### src/rtl/pipe_idexe_fwd.sv
// ID/EXE boundary: operand forwarding from EXE/MEM, load-use interlock with bubble
// injection, the ID/EXE pipeline register and a saturating interlock-cycle counter.
module pipe_idexe_fwd (
    input  logic        clock,
    input  logic        reset,
    input  logic        dwreg,
    input  logic        dm2reg,
    input  logic        dwmem,
    input  logic        djal,
    input  logic        daluimm,
    input  logic        dshift,
    input  logic [3:0]  daluc,
    input  logic [4:0]  drn,
    input  logic [4:0]  rs,
    input  logic [4:0]  rt,
    input  logic        users,
    input  logic        usert,
    input  logic [31:0] qa,
    input  logic [31:0] qb,
    input  logic [31:0] dimm,
    input  logic [31:0] dpc4,
    input  logic [31:0] ealu,
    input  logic [4:0]  ern,
    input  logic        mwreg,
    input  logic        mm2reg,
    input  logic [4:0]  mrn,
    input  logic [31:0] malu,
    input  logic [31:0] mmo,
    output logic        wpcir,
    output logic [1:0]  fwda,
    output logic [1:0]  fwdb,
    output logic        ewreg,
    output logic        em2reg,
    output logic        ewmem,
    output logic        ejal,
    output logic        ealuimm,
    output logic        eshift,
    output logic [3:0]  ealuc,
    output logic [4:0]  ern0,
    output logic [31:0] ea,
    output logic [31:0] eb,
    output logic [31:0] eimm,
    output logic [31:0] epc4,
    output logic [31:0] stall_cnt
);

    logic        stall;
    logic        exe_hit_a, exe_hit_b;
    logic        mem_hit_a, mem_hit_b;
    logic [31:0] fwd_a_val, fwd_b_val;

    always_comb begin
        // A load in EXE cannot forward; it either stalls or is picked up from MEM next cycle.
        exe_hit_a = ewreg & (ern != 5'd0) & (ern == rs) & ~em2reg;
        exe_hit_b = ewreg & (ern != 5'd0) & (ern == rt) & ~em2reg;
        mem_hit_a = mwreg & (mrn != 5'd0) & (mrn == rs);
        mem_hit_b = mwreg & (mrn != 5'd0) & (mrn == rt);

        fwda = 2'd0;
        if (exe_hit_a) begin
            fwda = 2'd1;
        end else if (mem_hit_a) begin
            fwda = mm2reg ? 2'd3 : 2'd2;
        end

        fwdb = 2'd0;
        if (exe_hit_b) begin
            fwdb = 2'd1;
        end else if (mem_hit_b) begin
            fwdb = mm2reg ? 2'd3 : 2'd2;
        end
    end

    always_comb begin
        fwd_a_val = qa;
        unique case (fwda)
            2'd0: fwd_a_val = qa;
            2'd1: fwd_a_val = ealu;
            2'd2: fwd_a_val = malu;
            2'd3: fwd_a_val = mmo;
            default: fwd_a_val = qa;
        endcase

        fwd_b_val = qb;
        unique case (fwdb)
            2'd0: fwd_b_val = qb;
            2'd1: fwd_b_val = ealu;
            2'd2: fwd_b_val = malu;
            2'd3: fwd_b_val = mmo;
            default: fwd_b_val = qb;
        endcase
    end

    always_comb begin
        stall = ewreg & em2reg & (ern != 5'd0) &
                ((users & (ern == rs)) | (usert & (ern == rt)));
        wpcir = ~stall;
    end

    always_ff @(posedge clock or posedge reset) begin
        if (reset) begin
            ewreg     <= 1'b0;
            em2reg    <= 1'b0;
            ewmem     <= 1'b0;
            ejal      <= 1'b0;
            ealuimm   <= 1'b0;
            eshift    <= 1'b0;
            ealuc     <= 4'd0;
            ern0      <= 5'd0;
            ea        <= 32'd0;
            eb        <= 32'd0;
            eimm      <= 32'd0;
            epc4      <= 32'd0;
            stall_cnt <= 32'd0;
        end else if (stall) begin
            ewreg     <= 1'b0;
            em2reg    <= 1'b0;
            ewmem     <= 1'b0;
            ejal      <= 1'b0;
            ealuimm   <= 1'b0;
            eshift    <= 1'b0;
            ealuc     <= 4'd0;
            ern0      <= 5'd0;
            ea        <= 32'd0;
            eb        <= 32'd0;
            eimm      <= 32'd0;
            epc4      <= 32'd0;
            if (stall_cnt != 32'hFFFF_FFFF) begin
                stall_cnt <= stall_cnt + 32'd1;
            end
        end else begin
            ewreg     <= dwreg;
            em2reg    <= dm2reg;
            ewmem     <= dwmem;
            ejal      <= djal;
            ealuimm   <= daluimm;
            eshift    <= dshift;
            ealuc     <= daluc;
            ern0      <= drn;
            ea        <= fwd_a_val;
            eb        <= fwd_b_val;
            eimm      <= dimm;
            epc4      <= dpc4;
        end
    end

endmodule

### config.mk
export PLATFORM = sky130hd
export DESIGN_NAME = pipe_idexe_fwd
export DESIGN_NICKNAME = d
export VERILOG_FILES = /design/src/rtl/pipe_idexe_fwd.sv
export SDC_FILE = /design/constraint.sdc
export NUM_CORES = 1
export LEC_CHECK = 0
export ABC_AREA = 0
export BUFFER_PORTS_ARGS = -buffer_cell sky130_fd_sc_hd__buf_2
export CAP_MARGIN = 15
export CORE_AREA = 5 5 171 173
export CTS_CLUSTER_SIZE = 14
export DETAILED_ROUTE_END_ITERATION = 7
export DIE_AREA = 0 0 176 178
export PLACE_DENSITY_LB_ADDON = 0.12
export SLEW_MARGIN = 20
export SYNTH_ARGS = -nofsm -noshare
export SYNTH_HDL_FRONTEND = slang
export SYNTH_SLANG_ARGS = --single-unit
### constraint.sdc
create_clock -name clock -period 5.3 [get_ports clock]
set_input_delay 0.265 -clock clock [delete_from_list [all_inputs] [get_ports clock]]
set_output_delay 0.265 -clock clock [all_outputs]
set_load 0.03 [all_outputs]
==> impl_metrics.toml <==
[run_status]
status = "finished, final reports clean"

[worst_setup_path]
critPathLaunchType = "register"
crit_fanout = 21
critical_path_class = "register to primary output"
reg2reg_depth = 6
cp.arrival_ps = 2850
endpoint_kind = "primary output"
critPathRequiredTime_ps = 5040

[route]
routedWlPerCell_um = 18.8
ant_nets = 0
drt_wl_total_um = 28600
drt_iter0_drc = 400
viasPerCell = 4.44
drtPass1Iterations = 5
drc = 0
vias = 6750

[timing]
skew_ps = 10.5
setup_viol = 0
report.final.slew_viol_count = 0
fin_crit_ps = 3120
hold_viol = 0
worst_slew_pin_slew_ps = 1100
finalCritPeriodShare_pct = 58.8
relSlewSlack_pct = 26.1
tns_ps = 0
rsz0062_at_grt = "false"
max_freq_mhz = 321

[synth]
ys.flop_type = "dfrtp_1"
ys_warn_count = 0
netlist_instances = 726
synth.top_cell.area_share_pct = 58.0
ys_seq_area_share_pct = 58.0
ys_seq_elements = 175
syn_area_per_cell_um2 = 10.4
synth_cell_types = 34
async_flop_share_pct = 100
yosys.area.top_type = "dfrtp_1"
synthTopCellsByArea = "dfrtp_1 (58%), o21ai_0 (8.5%), and2_1 (6.8%), nand2_1 (6.8%), xnor2_1 (4.5%)"
synth_edf_count = 0
synth_fp_nets = 992
syn_area_um2 = 7560

[die]
die_area_um2 = 31300
die_h_um = 178
core-area_um2 = 27500
die_x_um = 176
core.rowCount = 61
start_util_pct = 27.5
io_pins = 445

[finish]
nets = 1424
post-route-util_pct = 39.2
finalNonFillerCells = 1519
post-route-cell-area_um2 = 10800
area_delta_synth_final_pct = 42.5
final_cell_mix = "buf_2 (444), dfrtp_1 (175), nand2_1 (136), o21ai_0 (129), and2_1 (82)"
final_common_cell = "buf_2"
drive_gt1_share_pct = 42.6

[pwr]
power.net_switching_mw = 1.02
pwr-share-comb_pct = 15.9
power.total_mw = 3.27
power_density_nw_per_um2 = 303
pwr-share-seq_pct = 43.7
p_clk_share_pct = 40.3
intPower_mw = 2.24
leakage_nw = 5.24
irDropWorstVdd_mv = 0.174
switching_share_pct = 31.3

[cts]
root_buffer = "clkbuf_16"
tritoncts = "yes"
htreeDepth = 4
clockBufferDepth = 2
cts_resized = 0
cts_setup_buffers = 0
clk_latency_ps = 430
cts-buffers-inserted = 17
cts.sinks = 175
cts_hold_buf = 0
clk_pin_slew_worst_paths_ps = 80

[placed_design]
placed_cells = 1485
io_buffers = 444
hpwl_um = 21900
placed_cell_area_um2 = 10100
finalWeightedCongestion = 0.777

[global_route]
grt_max_degree = 100
grt_pass1_wl_um = 42500
grt_util_met2_pct = 32.1
grt_pass1_vias = 6862
grt.overflow.total = 0
grtUsageTotal_pct = 17.8
globalRouteMet1Util_pct = 21.5
use_met3_pct = 4.77
antenna_found_initial = 1
grt-busiest-layer = "met2"

[min_path]
hp-class = "input pin to asynchronous set/reset pin"

[flow_run]
maxCapViolations = 0
## logic make-up after synthesis
| kind of cell | synth area share, % |
|---|---|
| compound gates | 9.34 |
| xor+xnor | 5.91 |
| fa+ha+maj | 0.166 |
| buf+inv | 2.43 |
| flops | 58.0 |
| mux | 4.39 |
| simple gates | 19.8 |
## cell usage after synthesis (3+ instances only)
master    count
nand2_1     136
and4_1        3
dfrtp_1     175
o21ai_0     129
clkbuf_1     36
nand4_1      17
xor2_1       12
and2_1       82
xnor2_1      39
mux2i_1      32
nor2_1        3
nand3_1      18
buf_6         3
and3_1       11
nor3_1        3
## critical path, cell delays in order (launching register included)
cell and delay [ps]:
dfrtp_1 400, nand3b_1 270, nor4_4 1000, buf_4 430, a21o_1 120, buf_2 190
## per-stage QoR
stage / worst slack (ps) / hold slack, ps
6_report: 2180 / 32.3
4_1_cts: 2170 / 3.74
2_1_floorplan: 290 / 382
3_5_place_dp: 2560 / 474
5_1_grt: 2010 / 1.00
3_3_place_gp: 2610 / 471
## power by group through the flow
stage / combinational [mW] / clock (mW) / sequential (mW)
2_1_floorplan: 0.128 / 0 / 1.62
3_3_place_gp: 0.530 / 0 / 1.45
3_5_place_dp: 0.530 / 0 / 1.46
4_1_cts: 0.531 / 1.37 / 1.43
5_1_grt: 0.564 / 1.42 / 1.44
6_report: 0.520 / 1.32 / 1.43
## layer usage
layer  part of all wire [%]  vias to the layer above
met1                     40                     3196
met2                     52                      245
met4                   0.75                        2
li1                       -                     3292
met3                    6.9                       15
met5                  0.025                        -
## flip-flops by register name, indices dropped and copies added, names as in the netlist
name	count
ea	32
ealuc	4
ealuimm	1
eb	32
eimm	32
ejal	1
em2reg	1
epc4	32
ern0	5
eshift	1
ewmem	1
ewreg	1
stall_cnt	32
## layout make-up
type	count	area, um2
fill	2822	16700
sequential	175	4380
timing repair buffer	454	2300
antenna	2	5.00
clock buffer	17	425
inverter	2	12.5
tap	346	433
clock inverter	15	194
multi-input combinational	508	3020
## final timing paths
kind                                                start                   endpoint  slack [ps]
min in group clock                                dimm[2]          eimm[2]$_DFF_PP0_          30
worst min register to register  stall_cnt[28]$_DFFE_PP0P_  stall_cnt[28]$_DFFE_PP0P_         490
max in group asynchronous                           reset            eb[0]$_DFF_PP0_        4000
worst max register to register   stall_cnt[0]$_DFFE_PP0P_   stall_cnt[1]$_DFFE_PP0P_        2730
worst max-delay path                     em2reg$_DFF_PP0_                    fwdb[0]        2180
worst min-delay path                                reset          ern0[1]$_DFF_PP0_          30
Power figures use the tool's default switching activity.
